===== config.mk =====
export PLATFORM = sky130hd
export DESIGN_NAME = hazard_ctrl
export DESIGN_NICKNAME = d
export VERILOG_FILES = /design/src/rtl/hazard_ctrl_pkg.sv /design/src/rtl/hazard_stage_reg.sv /design/src/rtl/hazard_ctrl.sv
export SDC_FILE = /design/constraint.sdc
export NUM_CORES = 1
export LEC_CHECK = 0
export CORE_ASPECT_RATIO = 1.5
export CORE_UTILIZATION = 55
export DETAILED_ROUTE_END_ITERATION = 16
export MAX_ROUTING_LAYER = met4
export PLACE_DENSITY = 0.81
export SYNTH_ARGS = -nofsm -noshare
export SYNTH_HDL_FRONTEND = slang
export SYNTH_HIERARCHICAL = 1
export SYNTH_SLANG_ARGS = --single-unit

===== constraint.sdc =====
create_clock -name clk -period 2.9 [get_ports clk]
set_clock_uncertainty 0.2 [all_clocks]
set_input_delay 0.58 -clock clk [delete_from_list [all_inputs] [get_ports clk]]
set_output_delay 0.58 -clock clk [all_outputs]
set_load 0.05 [all_outputs]

===== src/rtl/hazard_ctrl_pkg.sv =====
// Shared types and constants for the pipeline hazard controller:
// stage record layout, Tuse/Tnew timing constants and forward-select codes.
package hazard_ctrl_pkg;

    localparam logic [1:0] TUSE_ID   = 2'd0;
    localparam logic [1:0] TUSE_EX   = 2'd1;
    localparam logic [1:0] TUSE_MEM  = 2'd2;

    localparam logic [1:0] TNEW_LW   = 2'd2;
    localparam logic [1:0] TNEW_ALU  = 2'd1;
    localparam logic [1:0] TNEW_LINK = 2'd0;
    localparam logic [1:0] TNEW_NONE = 2'd0;

    // ID-stage compare operand selects
    localparam logic [1:0] FWD_GRF   = 2'd0;
    localparam logic [1:0] FWD_E     = 2'd1;
    localparam logic [1:0] FWD_M     = 2'd2;

    // EX ALU operand selects (different encoding from the ID selects)
    localparam logic [1:0] FWD_REG   = 2'd0;
    localparam logic [1:0] FWD_EX_M  = 2'd1;
    localparam logic [1:0] FWD_W     = 2'd2;

    typedef struct packed {
        logic [4:0] dst;
        logic       we;
        logic [1:0] tnew;
        logic [4:0] rs;
        logic [4:0] rt;
        logic       store;
    } stage_rec_t;

    function automatic logic [1:0] tnew_step(input logic [1:0] t);
        return (t == 2'd0) ? 2'd0 : t - 2'd1;
    endfunction

    // Register 0 and non-writing stages never produce a value.
    function automatic logic producer_match(input stage_rec_t r, input logic [4:0] src);
        return (src != 5'd0) && r.we && (r.dst != 5'd0) && (r.dst == src);
    endfunction

endpackage


===== src/rtl/hazard_stage_reg.sv =====
// One pipeline-stage record for the hazard controller, with bubble
// insertion and asynchronous clear.
module hazard_stage_reg
    import hazard_ctrl_pkg::*;
(
    input  logic       clk,
    input  logic       reset,
    input  logic       bubble,
    input  stage_rec_t d,
    output stage_rec_t q
);

    always_ff @(posedge clk or posedge reset) begin
        if (reset) begin
            q <= '0;
        end else if (bubble) begin
            q <= '0;
        end else begin
            q <= d;
        end
    end

endmodule


===== src/rtl/hazard_ctrl.sv =====
// Hazard controller for the 5-stage MIPS core: tracks writers in E/M/W,
// stalls on unforwardable hazards and drives the forwarding selects.
module hazard_ctrl
    import hazard_ctrl_pkg::*;
#(
    parameter int CNT_W = 32
) (
    input  logic             clk,
    input  logic             reset,
    input  logic [4:0]       id_rs,
    input  logic [4:0]       id_rt,
    input  logic [4:0]       id_dst,
    input  logic             id_we,
    input  logic             id_lw,
    input  logic             id_link,
    input  logic             id_b_type,
    input  logic             id_jr,
    input  logic             id_store,
    output logic             stall,
    output logic [1:0]       fwd_id_rs,
    output logic [1:0]       fwd_id_rt,
    output logic [1:0]       fwd_ex_rs,
    output logic [1:0]       fwd_ex_rt,
    output logic             fwd_mem_rt,
    output logic [CNT_W-1:0] stall_cnt
);

    stage_rec_t id_rec, e_rec, m_rec, w_rec;
    stage_rec_t m_next, w_next;
    logic [1:0] tuse_rs, tuse_rt;
    logic       unused_bits;

    always_comb begin
        id_rec       = '0;
        id_rec.dst   = id_dst;
        id_rec.we    = id_we;
        id_rec.rs    = id_rs;
        id_rec.rt    = id_rt;
        id_rec.store = id_store;
        if (!id_we)       id_rec.tnew = TNEW_NONE;
        else if (id_link) id_rec.tnew = TNEW_LINK;
        else if (id_lw)   id_rec.tnew = TNEW_LW;
        else              id_rec.tnew = TNEW_ALU;

        tuse_rs = (id_b_type || id_jr) ? TUSE_ID : TUSE_EX;
        if (id_b_type)     tuse_rt = TUSE_ID;
        else if (id_store) tuse_rt = TUSE_MEM;
        else               tuse_rt = TUSE_EX;
    end

    always_comb begin
        m_next      = e_rec;
        m_next.tnew = tnew_step(e_rec.tnew);
        w_next      = m_rec;
        w_next.tnew = tnew_step(m_rec.tnew);
    end

    hazard_stage_reg u_e (.clk(clk), .reset(reset), .bubble(stall), .d(id_rec), .q(e_rec));
    hazard_stage_reg u_m (.clk(clk), .reset(reset), .bubble(1'b0),  .d(m_next), .q(m_rec));
    hazard_stage_reg u_w (.clk(clk), .reset(reset), .bubble(1'b0),  .d(w_next), .q(w_rec));

    function automatic logic src_stalls(input logic [4:0] s, input logic [1:0] tuse,
                                        input stage_rec_t e, input stage_rec_t m);
        return (producer_match(e, s) && (e.tnew > tuse)) ||
               (producer_match(m, s) && (m.tnew > tuse));
    endfunction

    function automatic logic [1:0] sel_id(input logic [4:0] s,
                                          input stage_rec_t e, input stage_rec_t m);
        if (producer_match(e, s) && (e.tnew == 2'd0))      return FWD_E;
        else if (producer_match(m, s) && (m.tnew == 2'd0)) return FWD_M;
        else                                               return FWD_GRF;
    endfunction

    function automatic logic [1:0] sel_ex(input logic [4:0] s,
                                          input stage_rec_t m, input stage_rec_t w);
        if (producer_match(m, s) && (m.tnew == 2'd0))      return FWD_EX_M;
        else if (producer_match(w, s) && (w.tnew == 2'd0)) return FWD_W;
        else                                               return FWD_REG;
    endfunction

    always_comb begin
        stall      = src_stalls(id_rs, tuse_rs, e_rec, m_rec) ||
                     src_stalls(id_rt, tuse_rt, e_rec, m_rec);
        fwd_id_rs  = sel_id(id_rs, e_rec, m_rec);
        fwd_id_rt  = sel_id(id_rt, e_rec, m_rec);
        fwd_ex_rs  = sel_ex(e_rec.rs, m_rec, w_rec);
        fwd_ex_rt  = sel_ex(e_rec.rt, m_rec, w_rec);
        fwd_mem_rt = m_rec.store && producer_match(w_rec, m_rec.rt);
    end

    // Performance counter: saturates rather than wrapping.
    always_ff @(posedge clk or posedge reset) begin
        if (reset) begin
            stall_cnt <= '0;
        end else if (stall && (stall_cnt != {CNT_W{1'b1}})) begin
            stall_cnt <= stall_cnt + CNT_W'(1);
        end
    end

    assign unused_bits = ^{m_rec.rs, w_rec.rs, w_rec.rt, w_rec.store};

endmodule


==> results.json <==
{
  "status": "complete, but fails checks",
  "violations": "setup timing",
  "p_leak_uw": 0.00233,
  "io_buffers": 64,
  "numCtsBuffers": 9,
  "hold_buffers": 0,
  "min_period_ps": 3050,
  "clk_transition_reported_paths_ps": 70,
  "clock.fmax_mhz": 327,
  "core-area_sq_mm": 0.00658,
  "dp_hpwl_microns": 6820,
  "maxCapViolCount": 0,
  "maxUsedRoutingLayer": "met4",
  "grt_max_degree": 33,
  "yosysWarnings": 6,
  "antenna_cells": 0,
  "powerDensity_mw_per_mm2": 431,
  "met1_length_microns": 3720,
  "path_cells": "dlygate4sd2_1 > buf_4 > xnor2_1 > nand2_1 > nor4_4 > nor3b_4 > buf_6 > buf_12",
  "utilization_pct": 82.1,
  "hold_class": "register to register",
  "endpoint_kind": "output pin",
  "start_kind": "input pin",
  "die_area_sq_mm": 0.00727,
  "via_per_inst": 5.60,
  "rsz0062_at_grt": "yes",
  "tightest_slew_ps": 790,
  "cts-htree-levels": 3,
  "row_count": 36,
  "grt-ovfl-total": 0,
  "slew_headroom_pct": 47.3,
  "place_congestion": 0.820,
  "worst-path-max-fanout": 3,
  "min_period_over_period_pct": 105,
  "max_stage_delay_ps": 340,
  "num_vias": 3093,
  "setup_viol": 7,
  "slew_violations": 0,
  "peakVddDrop_mv": 0.502,
  "grt_pass1_wl_microns": 15900,
  "synth_area_per_cell_sq_um": 10.7,
  "drt_first_pass_iters": 5,
  "hold_ws_ps": 265,
  "wl_met2_microns": 5820,
  "worst_path_max_delay_cell": "nor4_4",
  "antenna_found_initial": 0,
  "clockRootBuffer": "clkbuf_8",
  "layout-drive-gt1-share_pct": 24.4,
  "crit_type": "input pin to output pin",
  "grt_usage_pct": 29.5,
  "numClockSinks": 73,
  "pin_count": 65,
  "dieWidth_microns": 69.9,
  "cts_max_path_buffers": 2,
  "ant_nets": 0,
  "cp.arrival_ps": 2270,
  "drc_errors": 0,
  "wl_per_cell_microns": 18.6,
  "cts_tree": "done",
  "fin_nets": 501,
  "routed_wl_microns": 10200,
  "initial_utilization_pct": 57.9,
  "dieHeight_microns": 104,
  "syn-cell-area_sq_mm": 0.00381,
  "area_delta_synth_final_pct": 41.8,
  "grt_pass1_vias": 3291,
  "setup_ws_ps": -154,
  "cp_data_required_time_ps": 2120,
  "drt-initial-drc-count": 123,
  "final_hold_viol_count": 0,
  "synthCells": 357,
  "clk_latency_ps": 360,
  "met3_length_microns": 378
}
==> report_power, final <==
group	total (uW)	internal, uW	leakage, uW	switching [uW]
Combinational	430	196	0.00128	234
Sequential	1130	1060	0.000954	62.8
Clock	772	396	0.0000933	376
Total	2330	1660	0.00233	673
==> through the flow <==
step           power (uW)  TNS [ps]  setup slack [ps]  area (sq um)  instances
4_1_cts              2300      -615              -111          5320        551
5_1_grt              2410     -1140              -214          5400        552
6_report             2330      -702              -154          5400        552
3_3_place_gp         1500    -12310              -471          4940        527
3_5_place_dp         1520    -14000              -507          4940        527
2_1_floorplan        1370         0              9.51          3960        368
==> critical path, delay by kind of cell <==
family        cells  cell delay [ps]
buf+inv           4              680
simple gates      3              800
xor+xnor          1              200
==> layout by cell type (no fill, tap or decap), types with 3 or more instances in the layout <==
cell,n
dfrtp_2,5
nand2b_1,3
and2_1,3
xor2_1,19
clkdlybuf4s50_1,42
conb_1,12
nor2b_1,27
and2b_1,17
or4_1,4
or4_4,4
nand4_1,16
and3_1,7
buf_4,32
nand2_1,14
clkdlybuf4s15_1,3
ha_1,6
and4_1,4
buf_12,11
buf_6,8
xnor2_1,52
dfrtp_1,68
nor3b_4,3
nor2_2,5
clkbuf_8,9
dlygate4sd2_1,5
nor2_1,10
nor3_1,7
inv_1,9
nor4_4,6
nand3_1,20
==> final timing paths <==
kind | startpoint | endpoint | slack [ps] | depth (start not counted)
setup / recovery | id_rt[1] | fwd_id_rt[0] | -150 | 8
hold / removal | u_e/q[0] | u_m/q[0] | 270 | 1
setup reg to reg | u_e/q[15] | stall_cnt[31] | 140 | 11
hold reg to reg | u_e/q[0] | u_m/q[0] | 270 | 1
max in group asynchronous | reset | u_e/q[14] | 1350 | 2
min in group asynchronous | reset | u_w/q[13] | 400 | 2
==> layer usage <==
| metal | up-vias | global-route usage (%) |
|---|---|---|
| li1 | 1422 | - |
| met4 | 0 | 13.7 |
| met3 | 31 | 5.62 |
| met1 | 1543 | 29.1 |
| met2 | 97 | 54.3 |
| met5 | - | - |
==> flip-flops by register name (all words and copies together) (netlist names) <==
name / count
u_w/q: 8
stall_cnt: 32
u_m/q: 14
u_e/q: 19
==> final cells by class <==
cell class / instances / area (sq um)
Tap cell: 76 / 95.1
Clock inverter: 5 / 56.3
Inverter: 10 / 40.0
Clock buffer: 11 / 131
Fill cell: 401 / 1180
Multi-Input combinational cell: 272 / 2170
Timing Repair Buffer: 105 / 1070
Sequential cell: 73 / 1830
==> what timing repair did <==
action	in CTS	in global routing
buffers inserted	10	1
setup endpoints to repair	9	10
resized for setup	56	16
pin swaps	20	15
No activity file was read; power rests on OpenSTA's default activity.
